**src/rtl/uart_trace_tx_pkg.sv**
```systemverilog
// Shared definitions for the UART trace transmitter: FSM encoding, record layout
// and the record-to-byte mapping.
package uart_trace_tx_pkg;

  typedef enum logic [1:0] {
    ST_IDLE  = 2'd0,
    ST_START = 2'd1,
    ST_DATA  = 2'd2,
    ST_STOP  = 2'd3
  } tx_state_t;

  localparam logic [3:0] TRACE_SYNC  = 4'hA;
  localparam int         TRACE_REC_W = 20;
  localparam int         TRACE_BYTES = 3;

  // Record layout is {flags[3:0], pc[7:0], result[7:0]}; byte 0 carries the sync nibble.
  function automatic logic [7:0] trace_byte(input logic [TRACE_REC_W-1:0] rec,
                                            input logic [1:0]             idx);
    logic [7:0] b;
    case (idx)
      2'd0:    b = {TRACE_SYNC, rec[19:16]};
      2'd1:    b = rec[15:8];
      default: b = rec[7:0];
    endcase
    return b;
  endfunction

endpackage

```
**src/rtl/trace_fifo.sv**
```systemverilog
// Synchronous show-ahead FIFO for trace records. A push while full is still
// accepted when a pop happens in the same cycle.
module trace_fifo
  import uart_trace_tx_pkg::*;
#(
  parameter int W     = TRACE_REC_W,
  parameter int DEPTH = 4,
  localparam int AW   = (DEPTH > 1) ? $clog2(DEPTH) : 1
) (
  input  logic         clk,
  input  logic         rst,
  input  logic         push,
  input  logic         pop,
  input  logic [W-1:0] wdata,
  output logic [W-1:0] rdata,
  output logic [AW:0]  count,
  output logic         full,
  output logic         empty
);

  logic [W-1:0]  mem [DEPTH];
  logic [AW-1:0] wr_ptr;
  logic [AW-1:0] rd_ptr;
  logic          do_push;
  logic          do_pop;

  assign empty   = (count == '0);
  assign full    = (count == (AW+1)'(DEPTH));
  assign do_pop  = pop & ~empty;
  assign do_push = push & (~full | do_pop);
  assign rdata   = mem[rd_ptr];

  always_ff @(posedge clk) begin
    if (do_push) begin
      mem[wr_ptr] <= wdata;
    end
  end

  // DEPTH is a power of two, so the pointers wrap naturally.
  always_ff @(posedge clk) begin
    if (rst) begin
      wr_ptr <= '0;
      rd_ptr <= '0;
      count  <= '0;
    end else begin
      if (do_push) wr_ptr <= wr_ptr + 1'b1;
      if (do_pop)  rd_ptr <= rd_ptr + 1'b1;
      case ({do_push, do_pop})
        2'b10:   count <= count + 1'b1;
        2'b01:   count <= count - 1'b1;
        default: count <= count;
      endcase
    end
  end

endmodule

```
**src/rtl/uart_trace_tx.sv**
```systemverilog
// Trace stage: captures {flags, PC, result} per executed instruction, buffers the
// records and streams each as three 8N1 bytes on a registered TXD line.
module uart_trace_tx
  import uart_trace_tx_pkg::*;
#(
  parameter int CLKS_PER_BIT = 43,
  parameter int FIFO_DEPTH   = 4
) (
  input  logic       i_CLK,
  input  logic       i_RESET,
  input  logic       i_Valid,
  input  logic [7:0] i_PC,
  input  logic [7:0] i_Result,
  input  logic [3:0] i_Flags,
  output logic       o_TXD,
  output logic       o_Busy,
  output logic       o_Overflow,
  output logic [1:0] o_State
);

  localparam int BAUD_W = (CLKS_PER_BIT > 1) ? $clog2(CLKS_PER_BIT) : 1;
  localparam int CNT_W  = ((FIFO_DEPTH > 1) ? $clog2(FIFO_DEPTH) : 1) + 1;
  localparam logic [BAUD_W-1:0] BAUD_LAST = BAUD_W'(CLKS_PER_BIT - 1);
  localparam logic [1:0]        LAST_IDX  = 2'(TRACE_BYTES - 1);

  tx_state_t               state, state_nxt;
  logic [BAUD_W-1:0]       baud_cnt, baud_nxt;
  logic [2:0]              bit_cnt, bit_nxt;
  logic [1:0]              byte_idx, idx_nxt;
  logic [TRACE_REC_W-1:0]  hold_rec;
  logic                    load_hold;
  logic                    tx_bit;
  logic                    baud_done;
  logic [7:0]              cur_byte;

  logic                    fifo_pop;
  logic [TRACE_REC_W-1:0]  fifo_rdata;
  logic [CNT_W-1:0]        fifo_count;
  logic                    fifo_full;
  logic                    fifo_empty;

  trace_fifo #(
    .W     (TRACE_REC_W),
    .DEPTH (FIFO_DEPTH)
  ) u_fifo (
    .clk   (i_CLK),
    .rst   (i_RESET),
    .push  (i_Valid),
    .pop   (fifo_pop),
    .wdata ({i_Flags, i_PC, i_Result}),
    .rdata (fifo_rdata),
    .count (fifo_count),
    .full  (fifo_full),
    .empty (fifo_empty)
  );

  assign fifo_pop  = (state == ST_IDLE) && !fifo_empty;
  assign baud_done = (baud_cnt == BAUD_LAST);
  assign cur_byte  = trace_byte(hold_rec, byte_idx);
  assign o_State   = state;

  always_comb begin
    state_nxt = state;
    baud_nxt  = baud_cnt;
    bit_nxt   = bit_cnt;
    idx_nxt   = byte_idx;
    load_hold = 1'b0;
    tx_bit    = 1'b1;
    case (state)
      ST_IDLE: begin
        if (!fifo_empty) begin
          load_hold = 1'b1;
          idx_nxt   = 2'd0;
          baud_nxt  = '0;
          state_nxt = ST_START;
        end
      end
      ST_START: begin
        tx_bit = 1'b0;
        if (baud_done) begin
          baud_nxt  = '0;
          bit_nxt   = 3'd0;
          state_nxt = ST_DATA;
        end else begin
          baud_nxt = baud_cnt + 1'b1;
        end
      end
      ST_DATA: begin
        tx_bit = cur_byte[bit_cnt];
        if (baud_done) begin
          baud_nxt = '0;
          if (bit_cnt == 3'd7) state_nxt = ST_STOP;
          else                 bit_nxt   = bit_cnt + 1'b1;
        end else begin
          baud_nxt = baud_cnt + 1'b1;
        end
      end
      ST_STOP: begin
        if (baud_done) begin
          baud_nxt = '0;
          if (byte_idx == LAST_IDX) begin
            state_nxt = ST_IDLE;
          end else begin
            idx_nxt   = byte_idx + 1'b1;
            state_nxt = ST_START;
          end
        end else begin
          baud_nxt = baud_cnt + 1'b1;
        end
      end
      default: state_nxt = ST_IDLE;
    endcase
  end

  always_ff @(posedge i_CLK) begin
    if (i_RESET) begin
      state    <= ST_IDLE;
      baud_cnt <= '0;
      bit_cnt  <= '0;
      byte_idx <= '0;
    end else begin
      state    <= state_nxt;
      baud_cnt <= baud_nxt;
      bit_cnt  <= bit_nxt;
      byte_idx <= idx_nxt;
    end
  end

  always_ff @(posedge i_CLK) begin
    if (i_RESET) begin
      hold_rec <= '0;
    end else if (load_hold) begin
      hold_rec <= fifo_rdata;
    end
  end

  // TXD follows the state one cycle later, so the line never glitches on decode.
  always_ff @(posedge i_CLK) begin
    if (i_RESET) begin
      o_TXD      <= 1'b1;
      o_Busy     <= 1'b0;
      o_Overflow <= 1'b0;
    end else begin
      o_TXD  <= tx_bit;
      o_Busy <= (state != ST_IDLE) || (fifo_count != '0);
      if (i_Valid && fifo_full && !fifo_pop) begin
        o_Overflow <= 1'b1;
      end
    end
  end

endmodule

```
**config.mk**
```make
export PLATFORM = sky130hd
export DESIGN_NAME = uart_trace_tx
export DESIGN_NICKNAME = d
export VERILOG_FILES = /design/src/rtl/uart_trace_tx_pkg.sv /design/src/rtl/trace_fifo.sv /design/src/rtl/uart_trace_tx.sv
export SDC_FILE = /design/constraint.sdc
export NUM_CORES = 1
export LEC_CHECK = 0
export BUFFER_PORTS_ARGS = -buffer_cell sky130_fd_sc_hd__buf_2
export CORE_MARGIN = 1.5
export CORE_UTILIZATION = 46
export DETAILED_ROUTE_END_ITERATION = 10
export PLACE_DENSITY = 0.74
export SETUP_SLACK_MARGIN = 0.4
export SLEW_MARGIN = 10
export SYNTH_ARGS = -nofsm -noshare
export SYNTH_HDL_FRONTEND = slang
export SYNTH_SLANG_ARGS = --single-unit
```
**constraint.sdc**
```tcl
create_clock -name i_CLK -period 2.9 [get_ports i_CLK]
set_clock_uncertainty 0.15 [all_clocks]
set_input_delay 0.29 -clock i_CLK [delete_from_list [all_inputs] [get_ports i_CLK]]
set_output_delay 0.29 -clock i_CLK [all_outputs]
set_load 0.02 [all_outputs]
```
# Word level (Yosys, flattened, before mapping)
# Memory sizes are Yosys's and may differ from the RTL's. A register that Yosys moved wholly into a read port is not among the register bits.
# Cells that the tools add are included.
[word_totals] output_inout_bits=5 ram_bits=80 ff_bits=23 memories=1 elab_cells=86
[op_classes] magnitude_cmp=1 bitwise_logic=5 add_sub_neg=7 n_reduce_logical=18 n_eq_ne=17 n_mux=27
[memory_table] name="u_fifo.mem" words=4 word_bits=20 read_ports=1 rd_clocked_by_memory_dff=1 wr=1 line="trace_fifo.sv:21" rtl="logic [W-1:0] mem [DEPTH];"
[op_table] operator="2-bit 2-to-1 mux" n=8
[op_table] operator="8-bit case mux with 2 select lines" n=1
[op_table] operator="2-bit inequality test, second input constant" n=7
[op_table] operator="6-bit 2-to-1 mux" n=2
[op_table] operator="3-bit case mux with 2 select lines" n=2
[op_table] operator="6-bit case mux with 2 select lines" n=1
[op_table] operator="3-bit 2-to-1 mux" n=3
[op_table] operator="2-bit equality test, second input constant" n=4
[op_table] operator="2-bit case mux with 4 select lines" n=1
[op_table] operator="4-bit AND reduction" n=2
[op_table] operator="2-bit nonzero test" n=4
[op_table] operator="2-bit by 1-bit adder with 2-bit output, second input constant" n=3
[op_table] operator="3-bit by 1-bit adder with 3-bit output, second input constant" n=2
[op_table] operator="6-bit by 1-bit adder with 6-bit output, second input constant" n=1
[op_table] operator="2-bit by 1-bit equality test with 1-bit output, second input constant" n=3
[op_table] operator="3-bit equality test, second input constant" n=2
[op_table] operator="6-bit equality test, second input constant" n=1
[op_table] operator="1-bit 2-to-1 mux" n=6
[op_table] operator="5-bit AND reduction" n=1
[op_table] operator="2-bit logical NOT" n=2
[op_table] operator="3-bit by 4-bit < comparator with 1-bit output, second input constant" n=1
[op_table] operator="2-bit case mux with 2 select lines" n=1
[op_table] operator="1-bit binary-select mux with 3-bit select" n=1
[op_table] operator="1-bit logical AND" n=3
[op_table] operator="other kinds (10)" n=13

# Logic depth before layout (Yosys ltp)
[depth] word_depth=8 ltp_mapped=11 depth_no_buf=10

# Modules after synthesis
# Synthesis repeated with hierarchy kept, for this count alone.
[unflattened] hier_cells=396 area_unflattened_um2=5285.1
[by_module_without_submodules] mod="trace_fifo" instances=1 cells_per_inst=170 area_each_um2=3437.0
[by_module_without_submodules] mod="uart_trace_tx" instances=1 cells_per_inst=226 area_each_um2=1848.0

# Least setup slack after synthesis
# No wires, ideal clock.
[synth_timing] path_type="flip-flop to flip-flop" from="reg state[0] (netlist: o_State[0])" to="reg u_fifo.count[1]" required_ns=2.655 arrival_ns=2.288 path_stages_with_launch=12 slack_ns=0.367 setup_time_ns=0.095 period_less_slack_ns=2.533 cell_sequence="dfxtp_1 inv_1 ha_1 buf_2 o31ai_1 nor2_1 inv_1 fa_1 o21bai_1 a31oi_1 o21ai_0 a221oi_1"
[synth_via] elab_chain_len=7 word_cells_on_any_way=9 classes_between="2 x eq/ne; 1 x mux; 3 x bitwise; 3 x reduce/logical"
[synth_lines] item="start: declaration" line="uart_trace_tx.sv:26" rtl="tx_state_t state, state_nxt;"
[synth_lines] item="start signal: assignment" line="uart_trace_tx.sv:122" rtl="state <= state_nxt;"
[synth_lines] item="2-bit logical NOT *" line="uart_trace_tx.sv:57" rtl="assign fifo_pop = (state == ST_IDLE) && !fifo_empty;"
[synth_lines] item="1-bit logical AND *" line="uart_trace_tx.sv:57"
[synth_lines] item="1-bit AND *" line="trace_fifo.sv:29" rtl="assign do_pop = pop & ~empty;"
[synth_lines] item="1-bit OR" line="trace_fifo.sv:30" rtl="assign do_push = push & (~full | do_pop);"
[synth_lines] item="1-bit AND" line="trace_fifo.sv:30"
[synth_lines] item="2-bit by 1-bit equality test with 1-bit output / 2-bit equality test (equally long branches)" line="trace_fifo.sv:48" rtl="case ({do_push, do_pop})"
[synth_lines] item="3-bit case mux with 2 select lines / 2-bit nonzero test (equally long branches)"
[synth_lines] item="end signal: assignment" line="trace_fifo.sv:49" rtl="2'b10: count <= count + 1'b1;"
[synth_lines] item="end signal: assignment" line="trace_fifo.sv:50" rtl="2'b01: count <= count - 1'b1;"
[synth_lines] item="end signal: assignment" line="trace_fifo.sv:51" rtl="default: count <= count;"
[synth_lines] item="end: declaration" line="trace_fifo.sv:16" rtl="output logic [AW:0] count,"
# Mark *: on every way between the ends. The rest lies on a longest branch, timed or not.
# A chain may end at the register's enable or synchronous reset.

# Final worst setup path
# Ends and elaborated chain as after synthesis.

==> key figures <==
Run status
  – Status: completed

Drt
  – # DRC: 0
  – Via density: approximately 5.4
  – Avg WL per Cell: between 15 and 20 µm
  – Final ANT Viol Nets: 0
  – Drt pass-1 iters: 5
  – Iter 0 DRT Violations: roughly 170
  – WL final: roughly 9700 µm
  – Routed vias: roughly 3,200

STA
  – Crit share post-route: 0.813
  – Max Clock Freq: 424 MHz
  – Worst slew pin tran: 0.719 ns
  – Hold_ws: around 0.11 ns
  – Max-slew violations: 0
  – RSZ-0062 raised after global routing: no
  – Post-layout minimum cycle time: approximately 2.4 ns
  – Final setup violation count: 0
  – Fin Setup TNS: 0 ns
  – Final Hold Fails: 0
  – Slew HR: 0.521

Placed design
  – Routability cong.: around 0.78
  – Post-DP HPWL: ~5700 µm
  – Port bufs: 27

Power and ir drop
  – Power Density: ~950 nW/µm²
  – Peak VDD IR: roughly 0.00055 V
  – Comb pwr share: 0.250
  – Sequential share of power: 0.392
  – Clock Power Share: 0.358
  – Pint: around 0.0042 W
  – Switching Share: 0.296
  – Net Switching: around 0.0018 W
  – Leakage: 2.23 nW

Yosys
  – Predominant post-synthesis flop cell: edfxtp_1
  – Post-Syn Nets: roughly 420
  – Async set-or-reset flop fraction in the synthesized netlist: 0
  – Yosys Warn Count: 0
  – Synth cell types: 55
  – Post-synthesis sequential area ratio: 0.629
  – Number of synthesized flops with an enable pin: 80
  – Syn Inst Count: between 300 and 400
  – Post-Syn Area: 5190 µm²
  – Syn avg cell area: roughly 14 µm²
  – Yosys reg bits: around 120

Clock network
  – Root buf cell: clkbuf_16
  – CTS tree: done
  – H-tree depth: 4
  – Worst skew pair latency: 0.42 ns
  – Total CTS buffers: 17
  – Clk slew on worst S/H paths: ~0.060 ns
  – Number of clock sinks: ~120
  – Clk buf depth: 2

Cells and area
  – Commonest cells after routing, fill and taps aside: edfxtp_1, nand2_1, dfxtp_1
  – Final #Nets: 477
  – P&R area growth vs syn: 21.8%
  – Diode count: 0
  – Proportion of layout cells with a drive suffix above 1: 0.241
  – Final Util: 0.577
  – Leading cell type in the layout, fill and taps excluded: edfxtp_1

Critical path
  – CP peak stage delay: about 0.45 ns
  – Critical-path cell list: inv_2, ha_4, o31ai_2, nor2_1, inv_1, fa_1, o21bai_1, a31oi_1, o21ai_0, a221oi_1
  – Worst R2R Path Depth: 10
  – Critical path class: reg2reg
  – Setup crit end kind: flop
  – Crit path max fanout: 5
  – Critical path launch point type: flop
  – WP data required: 3.06 ns
  – R2R setup slack: 0.54 ns
  – CP arrival: about 2.5 ns
  – CP max stage cell: fa_1

Global route
  – Vias in the first global route: between 3,000 and 4,000
  – Initial antenna violation count: 0
  – Largest net degree at the start of global routing: 39
  – Global route overflow: 0
  – Global-route wire length before repair: around 16,000 µm
  – Total GRT Usage: 0.182

Die
  – Die area: 11,900 µm²
  – Initial Utilization: 0.474
  – Die Span X: 109 µm
  – FP Rows: 38
  – Core Region: between 10,000 and 15,000 µm²
  – Die H: between 100 and 150 µm
  – Ports: 28

Worst hold path
  – WHS Path Cells: 3
  – Hold Path Class: in2reg

Job
  – Max-cap violations: 0
[Yosys cell counts (all sizes together), types with 4 or more instances]
library cell | n | area, µm²
nand4 | 4 | 25.0
edfxtp | 80 | 2400
and2 | 4 | 25.0
nor3b | 4 | 30.0
or3b | 4 | 35.0
o21ai | 5 | 25.0
inv | 17 | 63.8
ha | 17 | 213
mux4 | 21 | 473
buf | 11 | 68.8
nor2b | 4 | 25.0
clkbuf | 9 | 33.8
xor2 | 7 | 61.3
nand2 | 50 | 188
a21oi | 29 | 145
nor2 | 20 | 75.1
nor3 | 4 | 20.0
dfxtp | 43 | 861
[sequential cells by signal (all words and copies together) (netlist names)]
| name | flops |
|---|---|
| byte_idx | 2 |
| u_fifo.rd_ptr | 2 |
| u_fifo.wr_ptr | 2 |
| o_State | 2 |
| u_fifo.mem | 80 |
| hold_rec | 20 |
| o_Busy | 1 |
| bit_cnt | 3 |
| o_TXD | 1 |
| baud_cnt | 6 |
| o_Overflow | 1 |
| u_fifo.count | 3 |
[per-stage QoR]
step	setup slack, ns	power, W	cells	instance area [µm²]
5_1_grt	0.371	0.00630	589	6310
3_5_place_dp	0.241	0.00379	533	5460
4_1_cts	0.420	0.00600	585	6280
3_3_place_gp	0.387	0.00373	533	5460
6_report	0.541	0.00599	589	6310
2_1_floorplan	0.471	0.00345	378	5190
[path summary, 6_finish.rpt]
check,from,endpoint
setup reg to reg,o_State[0],u_fifo.count[1]
hold / removal,i_Valid,o_Overflow
setup / recovery,o_State[0],u_fifo.count[1]
hold reg to reg,hold_rec[12],hold_rec[12]
[what timing repair did]
item | CTS | global route
setup endpoints to repair | 2 | 2
hold buffers | 20 | 0
buffers inserted | 0 | 4
gates resized for setup | 2 | 3
pin swaps | 0 | 2
hold endpoints to repair | 80 | 0
[metal layers]
metal / vias to the layer above / part of all wire / routed length (µm) / GRT usage
met4: 0 / 0.025 / 242 / 0.0900
li1: 1521 / - / - / -
met3: 20 / 0.030 / 289 / 0.0460
met1: 1578 / 0.44 / 4320 / 0.220
met5: - / 0 / 0 / 0
met2: 47 / 0.50 / 4900 / 0.304
[final cells by class]
type / instances / area, µm²
Timing Repair Buffer: 59 / 425
Tap cell: 140 / 175
Clock inverter: 12 / 163
Sequential cell: 123 / 3270
Fill cell: 850 / 4620
Inverter: 17 / 63.8
Multi-Input combinational cell: 218 / 1770
Clock buffer: 20 / 447
[worst max-delay path, delay by kind of cell (launching register included)]
kind | cells | cell delay (ns)
buffers and inverters | 2 | 0.20
AND/OR/NAND/NOR | 1 | 0.18
AO/OA/AOI/OAI | 5 | 0.76
adder cells (fa/ha/maj) | 2 | 0.63
flip-flops | 1 | 0.34
[logic make-up after synthesis]
| group | Yosys count | synth area share |
|---|---|---|
| xor+xnor | 9 | 0.0152 |
| buf+inv | 37 | 0.0321 |
| compound gates | 62 | 0.0770 |
| mux | 24 | 0.0972 |
| simple gates | 105 | 0.104 |
| flops | 123 | 0.629 |
| fa+ha+maj | 18 | 0.0449 |
[power by group through the flow]
stage,clock network (W),registers [W],logic [W]
global route,0.00225,0.00238,0.00167
global placement,0,0.00235,0.00138
detailed placement,0,0.00237,0.00142
floorplan,0,0.00233,0.00112
CTS,0.00218,0.00234,0.00148
finish,0.00215,0.00235,0.00150
(Power assumes the default switching activity.)
